## config.mk

```make
export PLATFORM = sky130hd
export DESIGN_NAME = wb_stage
export DESIGN_NICKNAME = d
export VERILOG_FILES = /design/src/rtl/wb_stage_pkg.sv /design/src/rtl/wb_pipe_reg.sv /design/src/rtl/wb_stage.sv
export SDC_FILE = /design/constraint.sdc
export NUM_CORES = 1
export LEC_CHECK = 0
export ABC_AREA = 1
export CAP_MARGIN = 0
export CORE_ASPECT_RATIO = 0.5
export CORE_MARGIN = 2
export CORE_UTILIZATION = 44
export CTS_CLUSTER_DIAMETER = 30
export CTS_CLUSTER_SIZE = 16
export DETAILED_ROUTE_END_ITERATION = 8
export GPL_TIMING_DRIVEN = 0
export HOLD_SLACK_MARGIN = 0.05
export PLACE_DENSITY = 0.81
export SETUP_SLACK_MARGIN = 0.1
export SLEW_MARGIN = 30
export SYNTH_ARGS = -nofsm -noshare
export SYNTH_HDL_FRONTEND = slang
export SYNTH_SLANG_ARGS = --single-unit
```

## constraint.sdc

```tcl
create_clock -name clk -period 2.09 [get_ports clk]
set_clock_uncertainty 0.2 [all_clocks]
set_input_delay 0.5225 -clock clk [delete_from_list [all_inputs] [get_ports clk]]
set_output_delay 0.5225 -clock clk [all_outputs]
set_load 0.01 [all_outputs]
```

## src/rtl/wb_stage_pkg.sv

```systemverilog
// Shared pipeline definitions: register numbering and the MEM/WB bundle.
package wb_stage_pkg;

  localparam int unsigned XLEN    = 32;
  localparam int unsigned REG_W   = 4;
  localparam int unsigned NUM_GPR = 15;
  localparam logic [REG_W-1:0] REG_PC = 4'd15;

  // MEM-stage output bundle at the default datapath width.
  typedef struct packed {
    logic             v;
    logic             wbEn;
    logic             memREn;
    logic [XLEN-1:0]  aluRes;
    logic [XLEN-1:0]  memData;
    logic [REG_W-1:0] dest;
  } mem_wb_t;

endpackage

```

## src/rtl/wb_pipe_reg.sv

```systemverilog
// MEM/WB pipeline register with async active-low reset, freeze and flush.
module wb_pipe_reg
  import wb_stage_pkg::*;
#(
  parameter int unsigned WIDTH = 32
) (
  input  logic             clk,
  input  logic             rst,
  input  logic             freeze,
  input  logic             flush,
  input  logic             vNext,
  input  logic             wbEnNext,
  input  logic             memREnNext,
  input  logic [WIDTH-1:0] aluResNext,
  input  logic [WIDTH-1:0] memDataNext,
  input  logic [REG_W-1:0] destNext,
  output logic             v,
  output logic             wbEn,
  output logic             memREn,
  output logic [WIDTH-1:0] aluRes,
  output logic [WIDTH-1:0] memData,
  output logic [REG_W-1:0] dest
);

  // Flush only clears the valid bit; payload fields are don't-care and simply hold.
  always_ff @(posedge clk or negedge rst) begin
    if (!rst) begin
      v       <= 1'b0;
      wbEn    <= 1'b0;
      memREn  <= 1'b0;
      aluRes  <= '0;
      memData <= '0;
      dest    <= '0;
    end else if (flush) begin
      v       <= 1'b0;
    end else if (!freeze) begin
      v       <= vNext;
      wbEn    <= wbEnNext;
      memREn  <= memREnNext;
      aluRes  <= aluResNext;
      memData <= memDataNext;
      dest    <= destNext;
    end
  end

endmodule

```

## src/rtl/wb_stage.sv

```systemverilog
// Write-back stage: result select, R15 redirect, forwarding tap and retire counter.
module wb_stage
  import wb_stage_pkg::*;
#(
  parameter int unsigned WIDTH     = 32,
  parameter int unsigned CNT_WIDTH = 32
) (
  input  logic                 clk,
  input  logic                 rst,
  input  logic                 validMEM,
  input  logic                 wbEnMEM,
  input  logic                 memREnMEM,
  input  logic [WIDTH-1:0]     aluResMEM,
  input  logic [WIDTH-1:0]     memDataMEM,
  input  logic [REG_W-1:0]     destMEM,
  input  logic                 freeze,
  input  logic                 flush,
  output logic                 writeBackEn,
  output logic [REG_W-1:0]     destWB,
  output logic [WIDTH-1:0]     resultWB,
  output logic                 pcWrEn,
  output logic [WIDTH-1:0]     pcWrAddr,
  output logic                 fwdEn,
  output logic [REG_W-1:0]     fwdDest,
  output logic [WIDTH-1:0]     fwdVal,
  output logic [CNT_WIDTH-1:0] retired
);

  logic             v;
  logic             wbEn;
  logic             memREn;
  logic [WIDTH-1:0] aluRes;
  logic [WIDTH-1:0] memData;
  logic [REG_W-1:0] dest;
  logic [WIDTH-1:0] res;
  logic             isPc;
  logic             leaving;

  wb_pipe_reg #(.WIDTH(WIDTH)) u_pipe (
    .clk        (clk),
    .rst        (rst),
    .freeze     (freeze),
    .flush      (flush),
    .vNext      (validMEM),
    .wbEnNext   (wbEnMEM),
    .memREnNext (memREnMEM),
    .aluResNext (aluResMEM),
    .memDataNext(memDataMEM),
    .destNext   (destMEM),
    .v          (v),
    .wbEn       (wbEn),
    .memREn     (memREn),
    .aluRes     (aluRes),
    .memData    (memData),
    .dest       (dest)
  );

  assign res         = memREn ? memData : aluRes;
  assign isPc        = (dest == REG_PC);
  assign writeBackEn = v & wbEn & ~isPc;
  assign destWB      = dest;
  assign resultWB    = res;
  assign pcWrEn      = v & wbEn & isPc;
  assign pcWrAddr    = res;
  assign fwdEn       = writeBackEn;
  assign fwdDest     = dest;
  assign fwdVal      = res;

  // An instruction leaves WB when it is not held, or when a flush displaces it.
  assign leaving = v & (~freeze | flush);

  always_ff @(posedge clk or negedge rst) begin
    if (!rst) begin
      retired <= '0;
    end else if (leaving) begin
      retired <= retired + CNT_WIDTH'(1);
    end
  end

endmodule
```

-- Word level (Yosys, flattened, before mapping)
Index checks and enable logic that the tools add are counted.
- bits in registers: 103
- bits of input ports: 75
- output and inout port bits: 139
- add/subtract/negate cells: 1
- equal/unequal tests: 2
- multiplexer cells: 3
- bitwise logic cells: 8
- reduce and logical (&&, ||, !) cells: 1
- operator list (kind ; count):
    $add 32x1->32 const B ; 1
    $mux 32 ; 1
    $and 1x1->1 ; 4
    $eq 4x4->1 const B ; 1
    $not 1->1 ; 3
    $mux 1 ; 2
    $ne 2x1->1 const B ; 1
    $reduce_and 2->1 ; 1
    $or 1x1->1 ; 1

-- Longest topological paths before layout
Gate-level depths: netlist (run 1).
- depth after elaboration: 3
- mapped depth: 9

-- Modules after synthesis
Synthesis (run 1) repeated with hierarchy kept, for this count alone.
- cells, all modules: 661
- area total of the unflattened synthesis: 5570.3 um2
- by module, submodules not included (module ; times used ; cells an instance ; area each (um2) ; seq. area each (um2)):
    wb_pipe_reg ; 1 ; 309 ; 2803.9 ; 1776.7
    wb_stage ; 1 ; 352 ; 2766.4 ; 800.8

-- Worst setup path after synthesis (run 1)
No wires, ideal clock.
- kind: register -> output
- start: register u_pipe.memREn
- end: output port pcWrAddr[24]
- arrival: 1.323 ns
- required time: 1.367 ns
- setup slack: 0.044 ns
- stages on the path, launching flop included: 5
- path through: dfrtp_1 -> clkbuf_1 -> clkbuf_1 -> o21ai_0 -> buf_4
- word-level cells in the longest chain between the ends: 1
- RTL lines (what ; line ; text):
    start, declared ; wb_pipe_reg.sv:19 ; output logic memREn,
    start signal, assigned ; wb_pipe_reg.sv:39 ; memREn <= memREnNext;
    $mux 32 ; wb_stage.sv:58 ; assign res = memREn ? memData : aluRes;
    end, declared ; wb_stage.sv:22 ; output logic [WIDTH-1:0] pcWrAddr,
Every way passes these cells.

-- Worst setup path in the final report (run 1)
- start: register u_pipe.memREn
- end: output port resultWB[13]
- word-level cells in the longest chain between the ends: 1
- RTL lines (what ; line ; text):
    $mux 32 ; wb_stage.sv:58 ;
    end, declared ; wb_stage.sv:20 ; output logic [WIDTH-1:0] resultWB,
Every way passes these cells.

==> results of run 1 <==
cells in the final DEF (no fill, tap or decap), types with 12 or more instances in the layout:
cell type,instances
nand2_1,206
buf_6,153
dfrtp_1,97
clkdlybuf4s50_1,73
inv_1,69
buf_4,42
o21ai_0,36
o21ai_4,31
nand2_4,28
nand3_1,26
nor2_1,24
clkbuf_16,19
dlygate4sd2_1,19
dlymetal6s2s_1,17
buf_2,13
nand4_1,12
cells by family after synthesis:
logic type | Yosys count
AOI/OAI and AO/OA | 70
adders and majority gates | 1
and+or+nand+nor | 321
buffers and inverters | 161
DFF | 103
xor gates and xnor gates | 19
worst max-delay path by stage:
stage | start | endpoint | slack (ps)
after CTS | u_pipe.memREn | pcWrAddr[29] | -160
after detailed placement | u_pipe.memREn | pcWrAddr[29] | -800
after global routing | u_pipe.memREn | resultWB[13] | -240
after floorplan | u_pipe.memREn | pcWrAddr[24] | 40
final | u_pipe.memREn | resultWB[13] | -190
after global placement | rst | retired[4] | -3640
metrics by stage:
step	area, um2	utilization [%]	TNS (ps)
floorplan	5310	-	0
global placement	7650	64.8	-462260
detailed placement	7680	65.0	-93290
CTS	9080	76.9	-10650
global route	9470	80.2	-17320
finish	9470	80.2	-12280
power breakdown:
| part | internal [mW] | switching [mW] |
|---|---|---|
| Clock | 1.08 | 0.742 |
| Sequential | 2.21 | 0.161 |
| Combinational | 1.62 | 1.25 |
worst max-delay path: cells and delay by family (launching register included):
family,cells,cell delay [ps]
AND/OR/NAND/NOR,1,70
flip-flops,1,430
AO/OA/AOI/OAI,1,80
buffers and inverters,4,630
layout make-up:
cell class | instances | area, um2
flip-flops and latches | 103 | 2580
plain buffers | 90 | 973
repair buffers | 252 | 2630
well taps | 165 | 206
clock inverters | 5 | 81.3
clock buffers | 11 | 243
inverters | 71 | 267
fillers | 686 | 2340
multi-input cells | 411 | 2490
timing repair:
action / in CTS / in global routing
pin swaps: 24 / 4
gates resized for setup: 708 / 92
hold endpoints to repair: 47 / 0
endpoints found under the setup margin: 209 / 181
setup buffers: 28 / 3
gates cloned: 6 / 0
hold buffers: 1 / 0
registers in the layout, summed over array words and instances (netlist names):
name	flops
u_pipe.dest	4
u_pipe.aluRes	32
u_pipe.v	1
u_pipe.memREn	1
retired	32
u_pipe.memData	32
u_pipe.wbEn	1
layer usage:
layer | up-vias | track usage, % | share of wire (%)
met4 | 0 | 7.27 | 2.4
li1 | 2551 | - | -
met5 | - | 0 | 0
met1 | 2660 | 30.0 | 38
met3 | 36 | 4.44 | 4.2
met2 | 170 | 49.2 | 55
==> results_dict.tcl, run 1 <==
set metrics [dict create \
    synth_top_area_share_pct 48.5 \
    slew_headroom_pct 65.5 \
    groute.usage.overall_pct 25.5 \
    hold_path_end "u_pipe.memData[26]" \
    ys_seq_area_share_pct 48.5 \
    r2r_start "retired[1]" \
    antenna_found_initial 0 \
    num_io_pins 214 \
    yosysMostFrequentCell "nand2_1" \
    rrSetupSlack_ps 220 \
    synthToLayoutAreaGrowth_pct 78.2 \
    hold_depth 2 \
    numCtsBuffers 9 \
    synth_commonest_cells "nand2_1, dfrtp_1, buf_4" \
    grt_pass1_vias 5308 \
    dp_slack_ps -798 \
    fp.dieW_um 159 \
    crit_chain "clkbuf_16, clkbuf_16, nand2_4, o21ai_4, buf_6, buf_6" \
    rsz0062_at_grt "true" \
    dp.final_hpwl_mm 10.9 \
    ys_ff_latch 103 \
    dp.cells 1054 \
    synth-simple-area-share_pct 24.8 \
    max_freq_mhz 439 \
    cap_violations 0 \
    clock_latency_ps 340 \
    crit_arrival_ps 1560 \
    criticalPathCategory "reg2out" \
    grt_overflow 0 \
    drtIter0Drc 200 \
    dr.pass1.iters 4 \
    min_path_type "reg2reg" \
    startpoint_type "flop" \
    stdcell_count 1108 \
    worst_slack_ps -188 \
    period_share_pct 109 \
    tightestPinTransition_ps 517 \
    antenna_cells 0 \
    drive_gt1_share_pct 35.1 \
    slowest_stage "dfrtp_1" \
    cp.required_ps 1370 \
    core_um2 11800 \
    cts_tree "done" \
    async_flop_share_pct 100 \
    final_net_count 1014 \
    violations "negative setup slack" \
    die-area_um2 13000 \
    timing.hold.ws_ps 298 \
    outcome "finished with violations" \
    synth_compound_area_share_pct 6.81 \
    synthAdderAreaFrac_pct 0.236 \
    clkSinkCount 103 \
    synth-edff-count 0 \
    fin_crit_ps 2280 \
    power_density_nw_per_um2 746 \
    synth.area.mux_share_pct 0 \
    drcViolationCount 0 \
    avgSynthCellArea_um2 7.87 \
    synth_top_area_cell "dfrtp_1" \
    slew_viol_final 0 \
    yosysWarnings 0 \
    die_h_um 81.7 \
    antenna_left 0 \
    htree_levels 3 \
    synthesis.nets 751 \
    clk_pin_slew_worst_paths_ps 70 \
    portBuffers 213 \
    via_count 5417 \
    gp_congestion 0.831 \
    rr_worst_depth 8 \
    total_power_mw 7.07 \
    ys_top_cells_by_area "dfrtp_1, nand2_1, buf_4" \
    cts_buffer_depth 2 \
    start_util_pct 45.0 \
    ctsRootBufferMaster "clkbuf_16" \
    rr_endpoint "retired[18]" \
    synthXorXnorAreaFrac_pct 3.13 \
    leakagePower_nw 5.00 \
    syn_inst 675 \
    critPathMaxFanout 8 \
    hold_viol_final 0 \
    hp-start "u_pipe.memData[26]" \
    slowest_delay_ps 430 \
    rows 28 \
    synth-main-ff-cell "dfrtp_1" \
    via_per_inst 4.89 \
    setup_viol 96 \
    synth_top_family_by_area "simple AND/OR/NAND/NOR gates" \
    ys_types 22 \
    syn-cell-area_um2 5310 \
    grt_max_degree 57 \
    routedWlPerCell_um 16.3 \
    critical_path.endpoint_type "primary output" \
    routed_wl_mm 18.1 \
    peakVddDrop_mv 0.561 \
    grt_pass1_wl_mm 26.4 \
]
(Power assumes the default switching activity.)
==> run 2: changes to the inputs <==
CORE_UTILIZATION = 55   (was 44)
DONT_BUFFER_PORTS = 1   (was not set)
HOLD_SLACK_MARGIN = 0.12   (was 0.05)
PLACE_DENSITY = 0.7   (was 0.81)
==> results_dict.tcl, run 2 (synthesis results as in run 1) <==
set metrics [dict create \
    startpoint_type "flop" \
    combPwrFrac_pct 29.7 \
    final_net_count 829 \
    slew_headroom_pct 60.1 \
    fp.dieW_um 143 \
    power_density_nw_per_um2 805 \
    cp-startpoint "u_pipe.memREn" \
    reg.largest.list "retired (32), u_pipe.aluRes (32), u_pipe.memData (32)" \
    crit_arrival_ps 1510 \
    crit_chain "clkbuf_16, clkbuf_16, o21ai_4, buf_6" \
    tightestPinTransition_ps 597 \
    dpl_cell_area_um2 5480 \
    seqPwrFrac_pct 41.1 \
    routed_wl_mm 14.8 \
    power_frac_clock_pct 29.1 \
    portBuffers 0 \
    slew_viol_final 0 \
    antenna_cells 0 \
    fin_crit_ps 2230 \
    die_h_um 73.5 \
    stdcell_area_um2 7250 \
    dr.pass1.iters 5 \
    dp.final_hpwl_mm 9.06 \
    cts_buffer_depth 2 \
    clkSinkCount 103 \
    p_switching_mw 1.82 \
    critical_path.endpoint_type "primary output" \
    start_util_pct 56.4 \
    die-area_um2 10500 \
    setup_viol 64 \
    grt_pass1_vias 4454 \
    outcome "finished with violations" \
    via_per_inst 5.11 \
    cpMostUsedCell "clkbuf_16" \
    antenna_found_initial 0 \
    cp.required_ps 1370 \
    intPower_mw 4.01 \
    critPathMaxFanout 6 \
    timing.hold.ws_ps -316 \
    cap_violations 0 \
    core_um2 9420 \
    layout_commonest_cell "nand2_1" \
    antenna_left 0 \
    slowest_delay_ps 450 \
    num-fill-cells 658 \
    via_count 4559 \
    clk_pin_slew_worst_paths_ps 70 \
    power_switching_share_pct 31.2 \
    drtIter0Drc 239 \
    finalSetupTns_ps -5160 \
    groute.usage.overall_pct 27.1 \
    routedWlPerCell_um 16.6 \
    drcViolationCount 0 \
    synthToLayoutAreaGrowth_pct 36.6 \
    slowest_stage "dfrtp_2" \
    violations "negative hold slack, negative setup slack" \
    rsz0062_at_grt "true" \
    clock_latency_ps 330 \
    hold_viol_final 103 \
    num_io_pins 214 \
    drive_gt1_share_pct 24.4 \
    period_share_pct 107 \
    grt_max_degree 104 \
    grt_overflow 0 \
    grt_pass1_wl_mm 22.1 \
    max_freq_mhz 449 \
    peakVddDrop_mv 0.641 \
    min_path_type "in2async" \
    numCtsBuffers 9 \
    leakagePower_nw 3.49 \
    ctsRootBufferMaster "clkbuf_16" \
    criticalPathCategory "reg2out" \
    htree_levels 3 \
    hold_buffers 61 \
    worst_slack_ps -138 \
    rows 25 \
    cts_tree "done" \
    r2r_start "retired[1]" \
    total_power_mw 5.84 \
    mostFrequentLayoutCells "nand2_1, dfrtp_1, inv_1" \
    rrSetupSlack_ps 240 \
    gp_congestion 0.814 \
]
==> run 2: cell count changes in the layout (fill, tap and decap cells not counted), sizes merged <==
cell / change
buf: -123
bufinv: -1
clkbuf: -8
clkdlybuf4s15: -4
clkdlybuf4s50: -73
clkinv: -1
dlygate4sd2: -19
dlygate4sd3: +60
dlymetal6s2s: -17
==> run 2: final cells by class <==
| type | count | area (um2) | area share [%] |
|---|---|---|---|
| flip-flops and latches | 103 | 2580 | 35.6 |
| repair buffers | 67 | 688 | 9.49 |
| clock inverters | 3 | 42.5 | 0.586 |
| plain buffers | 90 | 920 | 12.7 |
| well taps | 135 | 169 | 2.33 |
| clock buffers | 12 | 256 | 3.54 |
| inverters | 71 | 267 | 3.67 |
| multi-input cells | 411 | 2330 | 32.1 |
==> run 2: worst max-delay path: cells and delay by family (launching register included) <==
family | cells | cell delay (ps)
flops | 1 | 450
compound gates | 1 | 220
buf+inv | 3 | 500
==> run 2: metal layers <==
layer | track usage (%) | up-vias | wire length, um
li1 | - | 2165 | -
met1 | 33.3 | 2225 | 6020
met2 | 49.2 | 154 | 7660
met3 | 6.78 | 15 | 942
met4 | 6.05 | 0 | 154
met5 | 0 | - | 0
==> run 2: worst paths after layout <==
check,end,cells after the start
worst max register to register,retired[18],7
worst min register to register,u_pipe.memData[29],2
min in group clk,u_pipe.aluRes[17],2
worst min-delay path,retired[6],0
max in group asynchronous,u_pipe.memData[22],0
worst max-delay path,pcWrAddr[29],4
==> run 2: power by group through the flow <==
| stage | clock network [mW] | registers (mW) | logic [mW] |
|---|---|---|---|
| CTS | 1.72 | 2.38 | 1.55 |
| global placement | 0 | 2.40 | 1.07 |
| global route | 1.81 | 2.42 | 1.85 |
| finish | 1.70 | 2.40 | 1.74 |
| detailed placement | 0 | 2.41 | 1.09 |
| floorplan | 0 | 2.37 | 0.933 |
==> run 2: stage by stage <==
stage	utilization (%)	setup WS, ps	cells
2_1_floorplan	-	44.3	675
3_3_place_gp	58.2	-492	810
3_5_place_dp	58.2	-507	810
4_1_cts	74.3	-120	888
5_1_grt	77.0	-169	892
6_report	77.0	-138	892
==> run 2: repair_timing <==
| action | in CTS | in global routing |
|---|---|---|
| pin swaps | 19 | 2 |
| gates cloned | 1 | 2 |
| setup endpoints to repair | 98 | 103 |
| endpoints found under the hold margin | 164 | 103 |
| setup buffers | 1 | 2 |
| resized for setup | 157 | 61 |
==> run 3: changes to the inputs <==
--- a/constraint.sdc
+++ b/constraint.sdc
@@ -4,2 +4,2 @@
 set_output_delay 0.5225 -clock clk [all_outputs]
-set_load 0.01 [all_outputs]
+set_load 0.02 [all_outputs]
==> results_dict.tcl, run 3 (synthesis results as in run 1) <==
set metrics [dict create \
    outcome "finished with violations" \
    violations "negative hold slack, negative setup slack" \
    min_path_type "in2async" \
    final_net_count 829 \
    stdcell_count 892 \
    dp.cells 810 \
    rsz0062_at_grt "true" \
    clkSinkCount 103 \
    leakagePower_nw 3.42 \
    total_power_mw 6.15 \
    rrSetupSlack_ps 260 \
    startpoint_type "flop" \
    start_util_pct 56.4 \
    cap_violations 0 \
    mostFrequentLayoutCells "nand2_1, dfrtp_1, inv_1" \
    dp.final_hpwl_mm 9.04 \
    clock_latency_ps 340 \
    groute.usage.overall_pct 27.4 \
    grt_overflow 0 \
    htree_levels 3 \
    antenna_left 0 \
    portBuffers 0 \
    rr_endpoint "retired[29]" \
    die_h_um 73.5 \
    grt_most_used_layer "met2" \
    clk_pin_slew_worst_paths_ps 70 \
    cts_tree "done" \
    cp.required_ps 1370 \
    die-area_um2 10500 \
    grt_pass1_wl_mm 22.2 \
    crit_arrival_ps 1570 \
    grt_pass1_vias 4492 \
    path_buf_inv 3 \
    slew_viol_final 0 \
    slowest_delay_ps 400 \
    critPathMaxFanout 10 \
    finalSetupTns_ps -10080 \
    grt_max_degree 104 \
    reg.largest.list "retired (32), u_pipe.aluRes (32), u_pipe.memData (32)" \
    power_density_nw_per_um2 859 \
    slowest_stage "dfrtp_1" \
    peakVddDrop_mv 0.473 \
    drtIter0Drc 217 \
    antenna_found_initial 0 \
    setup_viol 74 \
    hold_viol_final 103 \
    drive_gt1_share_pct 21.7 \
    via_per_inst 5.07 \
    layout_commonest_cell "nand2_1" \
    numCtsBuffers 9 \
    criticalPathCategory "reg2out" \
    dr.pass1.iters 4 \
    period_share_pct 110 \
    via_count 4522 \
    synthToLayoutAreaGrowth_pct 34.7 \
    fin_crit_ps 2290 \
    final_util_pct 76.0 \
    gr-usage-met3_pct 6.71 \
    critical_path.endpoint_type "primary output" \
    antenna_cells 0 \
    rr_worst_depth 7 \
    routed_wl_mm 14.1 \
    rows 25 \
    worst_slack_ps -203 \
    drcViolationCount 0 \
    grtUsageMet2_pct 49.0 \
    max_freq_mhz 436 \
    cp-startpoint "u_pipe.memREn" \
    core_um2 9420 \
    timing.hold.ws_ps -325 \
    ctsRootBufferMaster "clkbuf_16" \
    cts_buffer_depth 2 \
    r2r_start "retired[6]" \
    slew_headroom_pct 62.5 \
    grtUsageMet1_pct 33.7 \
    fp.dieW_um 143 \
    tightestPinTransition_ps 560 \
    critical-path-top-delay-family "buffers and inverters" \
    gp_congestion 0.805 \
    routedWlPerCell_um 15.8 \
    num_io_pins 214 \
    crit_chain "clkbuf_8, clkbuf_16, o21ai_4, buf_4" \
]
-- run 3: cell types whose count changed in the layout (fill, tap and decap cells not counted), moves of 2 or more --
cell,before,now
nand2_1,213,238
nand2_2,23,5
nand2_4,7,0
dfrtp_1,98,93
dfrtp_2,5,10
buf_12,4,1
buf_4,23,20
buf_6,54,56
clkbuf_8,2,4
dlygate4sd3_1,61,63
-- run 3: area by class of cell --
| class | count | area (um2) |
|---|---|---|
| sequential | 103 | 2590 |
| fill | 666 | 2260 |
| multi-input combinational | 411 | 2240 |
| buffer | 90 | 897 |
| timing repair buffer | 67 | 679 |
| inverter | 71 | 267 |
| clock buffer | 11 | 243 |
| tap | 135 | 169 |
| clock inverter | 4 | 70.1 |
-- run 3: timing repair --
item | in CTS | in global routing
endpoints found under the hold margin | 165 | 104
hold buffers | 62 | 1
pin swaps | 19 | 11
buffers inserted | 1 | 1
setup endpoints to repair | 101 | 106
gates resized for setup | 108 | 24
cloned | 2 | 0
-- run 3: power breakdown --
part / leakage, nW / internal, mW / switching [mW]
clock: 0.155 / 1.07 / 0.708
sequential: 1.29 / 2.21 / 0.206
combinational: 1.98 / 0.792 / 1.15
total: 3.42 / 4.08 / 2.07
-- run 3: through the flow --
| step | hold slack, ps | setup WS, ps | cell area [um2] |
|---|---|---|---|
| after floorplan | 26.9 | -35.8 | 5410 |
| after global placement | 28.5 | -364 | 5580 |
| after detailed placement | 29.4 | -389 | 5580 |
| after CTS | -334 | -212 | 7070 |
| after global routing | -344 | -258 | 7150 |
| final | -325 | -203 | 7150 |
-- run 3: how the worst max path moves through the flow --
| stage | slack, ps | cells after the start | to |
|---|---|---|---|
| floorplan | -40 | 4 | pcWrAddr[15] |
| global placement | -360 | 5 | resultWB[17] |
| detailed placement | -390 | 5 | resultWB[17] |
| CTS | -210 | 4 | resultWB[17] |
| global route | -260 | 5 | resultWB[10] |
| finish | -200 | 4 | pcWrAddr[22] |
-- run 3: worst register-to-register path: cells and delay by family, from the launching register on --
kind / cells / cell delay (ps)
flip-flops: 1 / 510
AND/OR/NAND/NOR: 7 / 1020
-- run 3: routing by layer --
layer | routed length, um | up-vias | part of all wire [%]
li1 | - | 2174 | -
met1 | 5670 | 2184 | 40
met3 | 837 | 25 | 5.9
met2 | 7390 | 139 | 52
met5 | 0 | - | 0
met4 | 230 | 0 | 1.6
